===== src/rtl/adam_apb_timer.sv =====
// adam_apb_timer - APB slave timer peripheral.
//
// A prescaled up-counter with a compare match, auto-reload or one-shot mode,
// a level interrupt and byte-strobed register access. The block joins the
// system pause protocol: on request it lets the current APB access phase
// finish, then freezes all counting and stalls further transfers.
//
// Ports:
//   clk        system clock
//   rst        asynchronous active-low reset
//   test       test mode (no functional effect)
//   pause_req  pause request
//   pause_ack  pause acknowledge (high while frozen, high out of reset)
//   paddr, pprot, psel, penable, pwrite, pwdata, pstrb  APB request
//   pready, prdata, pslverr                            APB response
//   irq        level interrupt = STATUS.MATCH & CTRL.IRQ_EN
//
// Register map (offset decoded on paddr[4:2]):
//   0x00 CTRL     bit0 EN, bit1 AUTO_RELOAD, bit2 IRQ_EN
//   0x04 PRESC    prescaler terminal value
//   0x08 VALUE    counter
//   0x0C COMPARE  match value
//   0x10 STATUS   bit0 MATCH, write-1-to-clear
//   0x14..0x1C    unmapped -> pslverr

module adam_apb_timer #(
    parameter int ADDR_WIDTH = 32,
    parameter int DATA_WIDTH = 32,
    parameter int STRB_WIDTH = DATA_WIDTH / 8
) (
    input  logic                  clk,
    input  logic                  rst,
    input  logic                  test,
    input  logic                  pause_req,
    output logic                  pause_ack,
    input  logic [ADDR_WIDTH-1:0] paddr,
    input  logic [2:0]            pprot,
    input  logic                  psel,
    input  logic                  penable,
    input  logic                  pwrite,
    input  logic [DATA_WIDTH-1:0] pwdata,
    input  logic [STRB_WIDTH-1:0] pstrb,
    output logic                  pready,
    output logic [DATA_WIDTH-1:0] prdata,
    output logic                  pslverr,
    output logic                  irq
);

    typedef enum logic [0:0] {
        ST_RUN    = 1'b0,
        ST_PAUSED = 1'b1
    } state_e;

    localparam logic [2:0] OFS_CTRL    = 3'd0;
    localparam logic [2:0] OFS_PRESC   = 3'd1;
    localparam logic [2:0] OFS_VALUE   = 3'd2;
    localparam logic [2:0] OFS_COMPARE = 3'd3;
    localparam logic [2:0] OFS_STATUS  = 3'd4;

    localparam logic [DATA_WIDTH-1:0] ONE = {{(DATA_WIDTH-1){1'b0}}, 1'b1};

    // Merge write data into an existing word, one byte lane per strobe bit.
    function automatic logic [DATA_WIDTH-1:0] apply_strb(
        input logic [DATA_WIDTH-1:0] old_v,
        input logic [DATA_WIDTH-1:0] new_v,
        input logic [STRB_WIDTH-1:0] strb
    );
        logic [DATA_WIDTH-1:0] res;
        res = old_v;
        for (int b = 0; b < STRB_WIDTH; b++) begin
            if (strb[b]) begin
                res[b*8 +: 8] = new_v[b*8 +: 8];
            end else begin
                res[b*8 +: 8] = old_v[b*8 +: 8];
            end
        end
        return res;
    endfunction

    state_e                state_q, state_d;
    logic [2:0]            ctrl_q, ctrl_d, ctrl_hw_s;
    logic [DATA_WIDTH-1:0] presc_q, presc_d;
    logic [DATA_WIDTH-1:0] value_q, value_d, value_hw_s;
    logic [DATA_WIDTH-1:0] compare_q, compare_d;
    logic [DATA_WIDTH-1:0] pcnt_q, pcnt_d, pcnt_hw_s;
    logic                  match_q, match_d, match_set_s;

    logic       access_s;
    logic       xfer_s;
    logic       mapped_s;
    logic       wr_s;
    logic [2:0] ofs_s;
    logic       count_s;
    logic       tick_s;
    logic       hit_s;
    logic       unused_s;

    assign ofs_s    = paddr[4:2];
    assign access_s = psel & penable;
    assign mapped_s = (ofs_s <= OFS_STATUS);

    // pause_ack is a pure decode of the state register.
    assign pause_ack = (state_q == ST_PAUSED);
    assign pready    = access_s & ~pause_ack;
    assign xfer_s    = pready;
    assign wr_s      = xfer_s & pwrite & mapped_s;
    assign pslverr   = xfer_s & ~mapped_s;
    assign irq       = match_q & ctrl_q[2];

    assign count_s = (state_q == ST_RUN) & ctrl_q[0];
    assign tick_s  = count_s & (pcnt_q == presc_q);
    assign hit_s   = (value_q == compare_q);

    assign unused_s = ^{test, pprot, paddr[ADDR_WIDTH-1:5], paddr[1:0]};

    // Pause FSM: never freeze in the middle of an access phase.
    always_comb begin
        state_d = state_q;
        case (state_q)
            ST_RUN: begin
                if (pause_req && !access_s) begin
                    state_d = ST_PAUSED;
                end else begin
                    state_d = ST_RUN;
                end
            end
            ST_PAUSED: begin
                if (!pause_req) begin
                    state_d = ST_RUN;
                end else begin
                    state_d = ST_PAUSED;
                end
            end
            default: state_d = ST_PAUSED;
        endcase
    end

    // Hardware-only next state of the counter datapath (before APB writes).
    always_comb begin
        ctrl_hw_s   = ctrl_q;
        value_hw_s  = value_q;
        pcnt_hw_s   = pcnt_q;
        match_set_s = 1'b0;
        if (tick_s) begin
            pcnt_hw_s = '0;
            if (hit_s) begin
                match_set_s = 1'b1;
                if (ctrl_q[1]) begin
                    value_hw_s = '0;
                end else begin
                    // One-shot: hold the value and stop.
                    value_hw_s   = value_q;
                    ctrl_hw_s[0] = 1'b0;
                end
            end else begin
                value_hw_s = value_q + ONE;
            end
        end else if (count_s) begin
            pcnt_hw_s = pcnt_q + ONE;
        end else begin
            pcnt_hw_s = pcnt_q;
        end
    end

    // APB writes layered on top of the hardware update; writes win except
    // for MATCH, where a hardware set beats a simultaneous clear.
    always_comb begin
        ctrl_d    = ctrl_hw_s;
        presc_d   = presc_q;
        value_d   = value_hw_s;
        compare_d = compare_q;
        pcnt_d    = pcnt_hw_s;
        match_d   = match_q;
        if (wr_s) begin
            case (ofs_s)
                OFS_CTRL: begin
                    if (pstrb[0]) begin
                        ctrl_d = pwdata[2:0];
                    end else begin
                        ctrl_d = ctrl_hw_s;
                    end
                end
                OFS_PRESC: begin
                    presc_d = apply_strb(presc_q, pwdata, pstrb);
                    pcnt_d  = '0;
                end
                OFS_VALUE: begin
                    value_d = apply_strb(value_hw_s, pwdata, pstrb);
                    pcnt_d  = '0;
                end
                OFS_COMPARE: begin
                    compare_d = apply_strb(compare_q, pwdata, pstrb);
                end
                OFS_STATUS: begin
                    if (pstrb[0] && pwdata[0]) begin
                        match_d = 1'b0;
                    end else begin
                        match_d = match_q;
                    end
                end
                default: begin
                    ctrl_d = ctrl_hw_s;
                end
            endcase
        end else begin
            ctrl_d = ctrl_hw_s;
        end
        if (match_set_s) begin
            match_d = 1'b1;
        end else begin
            match_d = match_d;
        end
    end

    // Read mux: data only while the transfer completes, zero otherwise.
    always_comb begin
        prdata = '0;
        if (xfer_s) begin
            case (ofs_s)
                OFS_CTRL:    prdata = {{(DATA_WIDTH-3){1'b0}}, ctrl_q};
                OFS_PRESC:   prdata = presc_q;
                OFS_VALUE:   prdata = value_q;
                OFS_COMPARE: prdata = compare_q;
                OFS_STATUS:  prdata = {{(DATA_WIDTH-1){1'b0}}, match_q};
                default:     prdata = '0;
            endcase
        end else begin
            prdata = '0;
        end
    end

    // State and register file.
    always_ff @(posedge clk or negedge rst) begin
        if (!rst) begin
            state_q   <= ST_PAUSED;
            ctrl_q    <= 3'b000;
            presc_q   <= '0;
            value_q   <= '0;
            compare_q <= '0;
            pcnt_q    <= '0;
            match_q   <= 1'b0;
        end else begin
            state_q   <= state_d;
            ctrl_q    <= ctrl_d;
            presc_q   <= presc_d;
            value_q   <= value_d;
            compare_q <= compare_d;
            pcnt_q    <= pcnt_d;
            match_q   <= match_d;
        end
    end

endmodule


===== config.mk =====
export PLATFORM = sky130hd
export DESIGN_NAME = adam_apb_timer
export DESIGN_NICKNAME = d
export VERILOG_FILES = /design/src/rtl/adam_apb_timer.sv
export SDC_FILE = /design/constraint.sdc
export NUM_CORES = 1
export LEC_CHECK = 0
export ABC_AREA = 1
export CELL_PAD_IN_SITES_DETAIL_PLACEMENT = 0
export CELL_PAD_IN_SITES_GLOBAL_PLACEMENT = 1
export CORE_MARGIN = 3
export CORE_UTILIZATION = 40
export CTS_CLUSTER_DIAMETER = 60
export DETAILED_ROUTE_END_ITERATION = 6
export PLACE_DENSITY = 0.83
export REMOVE_ABC_BUFFERS = 1
export SLEW_MARGIN = 20
export SYNTH_ARGS = -nofsm -noshare
export SYNTH_HDL_FRONTEND = slang
export SYNTH_SLANG_ARGS = --single-unit

===== constraint.sdc =====
create_clock -name clk -period 2.2 [get_ports clk]
set_input_delay 0.44 -clock clk [delete_from_list [all_inputs] [get_ports clk]]
set_output_delay 0.44 -clock clk [all_outputs]
set_load 0.01 [all_outputs]

==> impl_metrics.ini, run 1 <==
[outcome]
status = finished, final reports clean

[clock_tree]
cts.sinks = 133
clk_pin_slew_ns = 0.06
root_buffer = clkbuf_16
ctsHtreeMaxLevel = 4
cts_buffers = 17
clock_path_buffers = 2
clkLatencyLatePin_ns = 0.43
cts_tree = built

[synthesis]
synth_xor_area_share_pct = 5.27
yosys.area_share.adder_pct = 0.264
ys.flop_type = dfrtp_1
ys_warn_count = 0
synth_top_family_by_area = simple AND/OR/NAND/NOR gates
synthArstFlopShare_pct = 100
synth_compound_area_share_pct = 9.99
synth_area_per_cell_um2 = 6.50
synth_seq_cells = 133
synth_edf_count = 0
synthSimpleGateAreaFrac_pct = 39.1
yosysSeqAreaShare_pct = 35.1
syn_inst = 1459
muxShareOfSynthArea_pct = 0
syn_area_um2 = 9480
ys_types = 43

[drt]
drtPass1Iterations = 5
post_drt_wl_per_cell_um = 17.9
drc_errors = 0
vias = 10100
drtIter0Drc = 946
drt-vias-per-instance = 5.14
ant_nets = 0
wl_um = 35100

[critical_path]
crit_chain = buf_2 -> buf_6 -> nor3_4 -> inv_4 -> buf_12 -> o22ai_2 -> a221oi_2 -> nor2_1 -> dlygate4sd2_1
startpoint_type = input port
arrival_ns = 1.71
critical_path.max_stage_delay_ns = 0.27
r2r_slack_ns = 0.08
crit_family = buffers and inverters
end_kind = primary output
required_ns = 1.76
critical_path_class = input port to primary output
critPathMaxFanout = 13
slowest_stage = dlygate4sd2_1
cp_num_buf_inv = 5

[global_route]
track_usage_pct = 27.9
grt_max_degree = 46
grt-ovfl-total = 0
grt_pass1_wl_um = 55500
grt_pass1_vias = 9813
antenna_found_initial = 0

[placement]
dp_hpwl_um = 28300
io_buffers = 80
dpl-instance-area_um2 = 11400
place_inst = 1909
gp_congestion = 0.980

[timing]
fmax_ghz = 0.465
relSlewSlack_pct = 67.9
layout_worst_path_cycle_share_pct = 97.7
setup_viol = 0
hold_viol = 0
period_needed_ns = 2.15
holdWs_ns = 0.475
slew_violations = 0
timing.setup.tns_ns = 0
rsz0062_at_grt = yes
finalClockSkew_ns = 0.0102
tightest_slew_ns = 0.478

[floorplanning]
initial_core_util_pct = 41.2
die-area_um2 = 25600
die_width_um = 160
fp.coreArea_um2 = 23000
io_pins = 114
die_h_um = 160
row_count = 55

[power]
irDropWorstVdd_v = 0.000428
p_per_area_nw_per_um2 = 743
leakage_uw = 0.00593

[finish]
postLayoutCellArea_um2 = 12200
area_growth_pct = 29.2
num_antenna_cells = 0
fillers = 2380
drive_above_1_share_pct = 17.2
final_cells = 1956
layout.nets = 1712

[worst_hold_path]
hp-class = input port to async pin

[run]
maxCapViolations = 0
state kept, by name (all words and copies together) (netlist names):
register and cells:
match_q 1, value_q 32, pause_ack 1, ctrl_q 3
compare_q 32, presc_q 32, pcnt_q 32
report_power, final:
group	switching [uW]	total (uW)	internal (uW)
clock	1100	3010	1910
combinational	1750	2890	1150
sequential	456	3200	2750
total	3310	9110	5800
kinds of logic after synthesis:
| kind of cell | count (synthesis) |
|---|---|
| xor gates and xnor gates | 57 |
| buffers and inverters | 238 |
| and+or+nand+nor | 858 |
| AOI/OAI and AO/OA | 171 |
| adders and majority gates | 2 |
| DFF | 133 |
layout by cell type (no fill, tap or decap), types with 14 or more instances in the layout:
cell and instances:
o21ai_1 27, a21oi_1 29, nor2_1 161, o21ai_0 74
nor3_1 34, nand3_1 79, nor2_2 17, xor2_1 27
o22ai_1 14, xnor2_1 28, buf_12 16, nand4_1 24
inv_2 15, buf_2 25, dfrtp_1 126, clkdlybuf4s50_1 42
clkbuf_16 17, nand2_1 494, inv_1 172, buf_4 93
layout make-up:
cell class,count,area (um^2),share of cell area (%)
Multi-Input combinational cell,1088,5360,43.8
Tap cell,313,392,3.20
Clock inverter,10,156,1.28
Clock buffer,20,447,3.65
Sequential cell,133,3340,27.2
Timing Repair inverter,1,7.51,0.0613
Inverter,192,733,5.99
Timing Repair Buffer,199,1810,14.8
routing by layer:
| metal | GRT usage [%] | part of all wire, % | up-vias | routed length [um] |
|---|---|---|---|---|
| li1 | - | - | 4964 | - |
| met1 | 39.3 | 45 | 4697 | 15800 |
| met2 | 44.8 | 47 | 332 | 16400 |
| met3 | 3.92 | 5.9 | 59 | 2060 |
| met4 | 7.89 | 2.5 | 0 | 862 |
| met5 | 0 | 0 | - | 0 |
final timing paths:
kind	from	cells past startpoint	endpoint
max in group asynchronous	rst	3	pcnt_q[26]
hold / removal	rst	2	pcnt_q[6]
min in group clk	presc_q[0]	2	presc_q[0]
setup reg to reg	presc_q[7]	12	value_q[20]
hold reg to reg	presc_q[0]	2	presc_q[0]
setup / recovery	paddr[4]	9	prdata[1]
synth_stat cells, types with 3 or more instances:
library cell  number  area share [%]
o21ai_1           26             1.4
and2_1             3            0.20
nand3_1           79             4.2
o221ai_1           6            0.55
nor3_1            35             1.8
inv_1            175             6.9
nand2_1          497              20
o21ai_0           75             4.0
xor2_1            27             2.5
nor4_1             3            0.20
inv_2             15            0.59
a21oi_1           30             1.6
dfrtp_1          132              35
nand2_2            6            0.40
buf_2             27             1.4
nand3b_1           4            0.32
xnor2_1           30             2.8
clkbuf_1          11            0.44
nand4_1           24             1.6
o22ai_1           21             1.4
nor2_2            12            0.79
buf_4              3            0.24
buf_6              4            0.48
nor2_1           168             6.7
nor3_4             4            0.69
nand3_2           12             1.3
a221oi_1           6            0.55
stage by stage:
step | util [%] | setup WS (ns) | power, uW
6_report | 53.3 | 0.0513 | 9110
4_1_cts | 53.0 | 0.0147 | 9050
3_3_place_gp | 49.6 | -0.686 | 5940
2_1_floorplan | - | -0.111 | 4760
5_1_grt | 53.3 | -0.0519 | 9610
3_5_place_dp | 49.6 | -0.688 | 5970
repair_timing:
action                     in CTS  in global routing
hold buffers                    1                  0
gates cloned                    2                  0
hold endpoints to repair       27                  0
setup endpoints to repair      41                 55
buffers inserted               12                  3
gates resized for setup       165                 34
pin swaps                      17                  8
No activity file was read; power rests on OpenSTA's default activity.
==> run 2: changes to the inputs <==
--- a/config.mk
+++ b/config.mk
@@ -9,9 +9,10 @@
 export CELL_PAD_IN_SITES_DETAIL_PLACEMENT = 0
 export CELL_PAD_IN_SITES_GLOBAL_PLACEMENT = 1
 export CORE_MARGIN = 3
-export CORE_UTILIZATION = 40
+export CORE_UTILIZATION = 46
 export CTS_CLUSTER_DIAMETER = 60
 export DETAILED_ROUTE_END_ITERATION = 6
+export DONT_BUFFER_PORTS = 1
 export PLACE_DENSITY = 0.83
 export REMOVE_ABC_BUFFERS = 1
 export SLEW_MARGIN = 20
==> impl_metrics.ini, run 2 (same netlist as run 1, synthesis figures left out) <==
[timing]
slew_violations = 0
tightest_slew_ns = 0.500
period_needed_ns = 2.14
holdWs_ns = -0.289
finalClockSkew_ns = 0.0113
layout_worst_path_cycle_share_pct = 97.3
hold_viol = 132
setup_viol = 0
relSlewSlack_pct = 66.6
fmax_ghz = 0.467
rsz0062_at_grt = yes

[placement]
gp_congestion = 0.974
place_inst = 1757
io_buffers = 0
dp_hpwl_um = 26000

[drt]
drtIter0Drc = 797
dr_wl_met3_um = 2430
top_layer = met4
drtPass1Iterations = 6
ant_nets = 0
wl_met1_um = 14800
drc_errors = 0
wl_met2_um = 15300
vias = 9578
drt-vias-per-instance = 5.34
post_drt_wl_per_cell_um = 18.6
wl_um = 33400

[clock_tree]
root_buffer = clkbuf_16
clkLatencyLatePin_ns = 0.43
cts_tree = built
ctsHtreeMaxLevel = 4
cts.sinks = 133
clock_path_buffers = 2
cts_buffers = 17
clk_pin_slew_ns = 0.06

[critical_path]
critPathMaxFanout = 2
critical_path_class = flip-flop to primary output
arrival_ns = 1.70
ff2ff_path_depth = 13
required_ns = 1.76
startpoint_type = flip-flop
end_kind = primary output

[global_route]
grt-ovfl-total = 0
track_usage_pct = 30.7
grt_pass1_vias = 9264
antenna_found_initial = 0
grt_max_degree = 134
grt_pass1_wl_um = 52200

[finish]
seq_area_um2 = 3340
layout_commonest_cell = nand2_1
layout.nets = 1594
final_cell_mix = nand2_1 (494), inv_1 (174), nor2_1 (167), dfrtp_1 (126), nand3_1 (79)
multi_input_area_um2 = 5270
fillers = 2031
final_cells = 1792
drive_above_1_share_pct = 12.8
area_growth_pct = 15.8
num_antenna_cells = 0

[outcome]
status = complete, but fails checks
violations = hold timing

[floorplanning]
die-area_um2 = 22400
io_pins = 114
row_count = 51
fp.coreArea_um2 = 19800
initial_core_util_pct = 47.8
die_h_um = 150
die_width_um = 150

[power]
p_per_area_nw_per_um2 = 803
leakage_uw = 0.00530
irDropWorstVdd_v = 0.000493
finalPower_uw = 8820

[run]
maxCapViolations = 0

[worst_hold_path]
hp-class = input port to async pin
-- run 2: path summary, 6_finish.rpt --
path / slack (ns) / end / from
max reg2reg: 0.13 / value_q[7] / presc_q[21]
max: 0.06 / prdata[20] / presc_q[20]
min: -0.29 / pcnt_q[13] / rst
min reg2reg: 0.52 / ctrl_q[2] / ctrl_q[2]
max in group asynchronous: 2.11 / presc_q[19] / rst
min in group clk: 0.08 / pause_ack / pause_req
-- run 2: power breakdown --
group | internal, uW | switching (uW) | leakage (uW)
sequential | 2750 | 424 | 0.00177
combinational | 995 | 1610 | 0.00324
clock | 1870 | 1170 | 0.000288
-- run 2: area by class of cell --
| cell class | count | share of cell area, % |
|---|---|---|
| timing repair buffer | 82 | 6.31 |
| clock inverter | 11 | 1.37 |
| multi-input combinational | 1088 | 48.0 |
| tap | 265 | 3.02 |
| clock buffer | 21 | 4.28 |
| sequential | 133 | 30.4 |
| inverter | 192 | 6.61 |
-- run 2: metrics by stage --
step                area, um^2  setup TNS (ns)  setup slack, ns  util [%]
global placement         10200         -0.0249          -0.0141      51.4
global route             11000               0        0.0000875      55.3
floorplan                 9230          -0.122           -0.111         -
CTS                      10900               0          0.00877      54.7
detailed placement       10200         -0.0105          -0.0105      51.4
finish                   11000               0           0.0595      55.3
-- run 2: what timing repair did --
item / CTS / global route
endpoints found under the setup margin: 26 / 42
endpoints found under the hold margin: 133 / 133
gates resized for setup: 8 / 25
setup buffers: 0 / 3
pin swaps: 0 / 3
-- run 2: worst max-delay path, stage by stage (launching register included) --
cell and delay (ns):
dfrtp_1 0.45, buf_4 0.18, a221oi_2 0.40, nor2_1 0.09, buf_4 0.16
-- run 2: layer usage --
| layer | vias up | GRT usage, % |
|---|---|---|
| met5 | - | 0 |
| met2 | 380 | 48.3 |
| met1 | 4413 | 42.8 |
| li1 | 4721 | - |
| met3 | 64 | 6.03 |
| met4 | 0 | 9.43 |
==> run 3: changes to the inputs <==
--- a/config.mk
+++ b/config.mk
@@ -8,13 +8,12 @@
 export ABC_AREA = 1
 export CELL_PAD_IN_SITES_DETAIL_PLACEMENT = 0
 export CELL_PAD_IN_SITES_GLOBAL_PLACEMENT = 1
-export CORE_MARGIN = 3
+export CORE_MARGIN = 2
 export CORE_UTILIZATION = 46
 export CTS_CLUSTER_DIAMETER = 60
 export DETAILED_ROUTE_END_ITERATION = 6
 export DONT_BUFFER_PORTS = 1
 export PLACE_DENSITY = 0.83
-export REMOVE_ABC_BUFFERS = 1
 export SLEW_MARGIN = 20
 export SYNTH_ARGS = -nofsm -noshare
 export SYNTH_HDL_FRONTEND = slang
==> impl_metrics.ini, run 3 (same netlist as run 1, synthesis figures left out) <==
[drt]
wl_um = 33300
wl_met2_um = 15200
drtPass1Iterations = 5
ant_nets = 0
wl_met1_um = 14900
dr_wl_met3_um = 2280
drc_errors = 0
drtIter0Drc = 805
top_layer = met4
vias = 9671
drt-vias-per-instance = 5.37
post_drt_wl_per_cell_um = 18.5

[outcome]
violations = hold timing
status = complete, but fails checks

[critical_path]
arrival_ns = 1.69
critPathMaxFanout = 7
slowest_stage = dfrtp_1
required_ns = 1.76
critical_path.max_stage_delay_ns = 0.42
end_kind = primary output
startpoint_type = flip-flop
cp_num_buf_inv = 3
critical_path_class = flip-flop to primary output
crit_chain = buf_4 -> inv_1 -> nor2_1 -> a221oi_2 -> nor2_1 -> buf_4
crit_family = buffers and inverters

[clock_tree]
clkLatencyLatePin_ns = 0.43
clk_pin_slew_ns = 0.06
ctsHtreeMaxLevel = 4
root_buffer = clkbuf_16
clock_path_buffers = 2
cts_tree = built
cts.sinks = 133
cts_buffers = 17

[synthesis]
synth_fp_nets = 1539

[timing]
layout_worst_path_cycle_share_pct = 96.8
timing.setup.tns_ns = 0
finalClockSkew_ns = 0.0123
relSlewSlack_pct = 67.4
period_needed_ns = 2.13
fmax_ghz = 0.470
tightest_slew_ns = 0.488
hold_viol = 132
setup_viol = 0
holdWs_ns = -0.292
fin_ws_ns = 0.0712
slew_violations = 0
rsz0062_at_grt = no

[global_route]
antenna_found_initial = 0
grt_pass1_vias = 9070
grt-ovfl-total = 0
track_usage_pct = 31.0
grt_pass1_wl_um = 51100
grt_max_degree = 134

[floorplanning]
die-area_um2 = 21800
io_pins = 114
die_width_um = 148
fp.coreArea_um2 = 20200
row_count = 52
initial_core_util_pct = 46.8
die_h_um = 148

[worst_hold_path]
hp-class = input port to async pin

[power]
p_per_area_nw_per_um2 = 792
finalPower_uw = 8640
irDropWorstVdd_v = 0.000457
leakage_uw = 0.00532

[placement]
io_buffers = 0
gp_congestion = 0.927
place_ws_ns = 0.0660
dp_hpwl_um = 26400

[finish]
layout.nets = 1598
final_cell_mix = nand2_1 (495), inv_1 (175), nor2_1 (167), dfrtp_1 (128)
drive_above_1_share_pct = 12.6
final_core_util_pct = 53.9
layout_commonest_cell = nand2_1
area_growth_pct = 15.0
num_antenna_cells = 0

[run]
maxCapViolations = 0
==> run 3: repair_timing <==
item | CTS | global route
hold endpoints to repair | 133 | 133
pin swaps | 0 | 1
buffers inserted | 0 | 1
endpoints found under the setup margin | 4 | 35
gates resized for setup | 1 | 22
==> run 3: worst reg2reg max path, delay by kind of cell (launching register included) <==
family | cells | cell delay, ns
simple gates | 6 | 0.87
buf+inv | 5 | 0.68
flops | 1 | 0.41
==> run 3: layout make-up <==
class,instances,area (um^2)
well taps,270,338
clock inverters,13,109
multi-input cells,1088,5250
fillers,2036,9330
inverters,192,723
repair buffers,86,698
flip-flops and latches,133,3330
clock buffers,19,453
==> run 3: final timing paths <==
path                              from           to  slack, ns  cells after the start
setup / recovery           value_q[22]   prdata[22]       0.07                      6
hold / removal                     rst    pcnt_q[4]      -0.29                      0
setup reg to reg             pause_ack  value_q[26]       0.15                     11
hold reg to reg             presc_q[7]   presc_q[7]       0.51                      2
max in group asynchronous          rst    pause_ack       2.15                      0
min in group clk             pause_req    pause_ack       0.08                      2
==> run 3: power by group <==
part	total (uW)	switching (uW)	leakage (uW)	internal, uW
combinational	2730	1660	0.00327	1070
clock	2770	1160	0.000274	1600
sequential	3140	392	0.00178	2750
==> run 3: per-layer routing <==
| metal | global-route usage, % | vias up |
|---|---|---|
| met4 | 10.3 | 0 |
| met2 | 48.8 | 367 |
| met1 | 43.8 | 4513 |
| li1 | - | 4737 |
| met5 | 0 | - |
| met3 | 4.91 | 54 |
==> run 3: metrics by stage <==
step	area [um^2]	hold slack (ns)	std cells
finish	10900	-0.292	1801
detailed placement	10200	0.149	1768
CTS	10800	-0.303	1800
global route	10900	-0.317	1801
floorplan	9480	0.144	1459
global placement	10200	0.149	1768
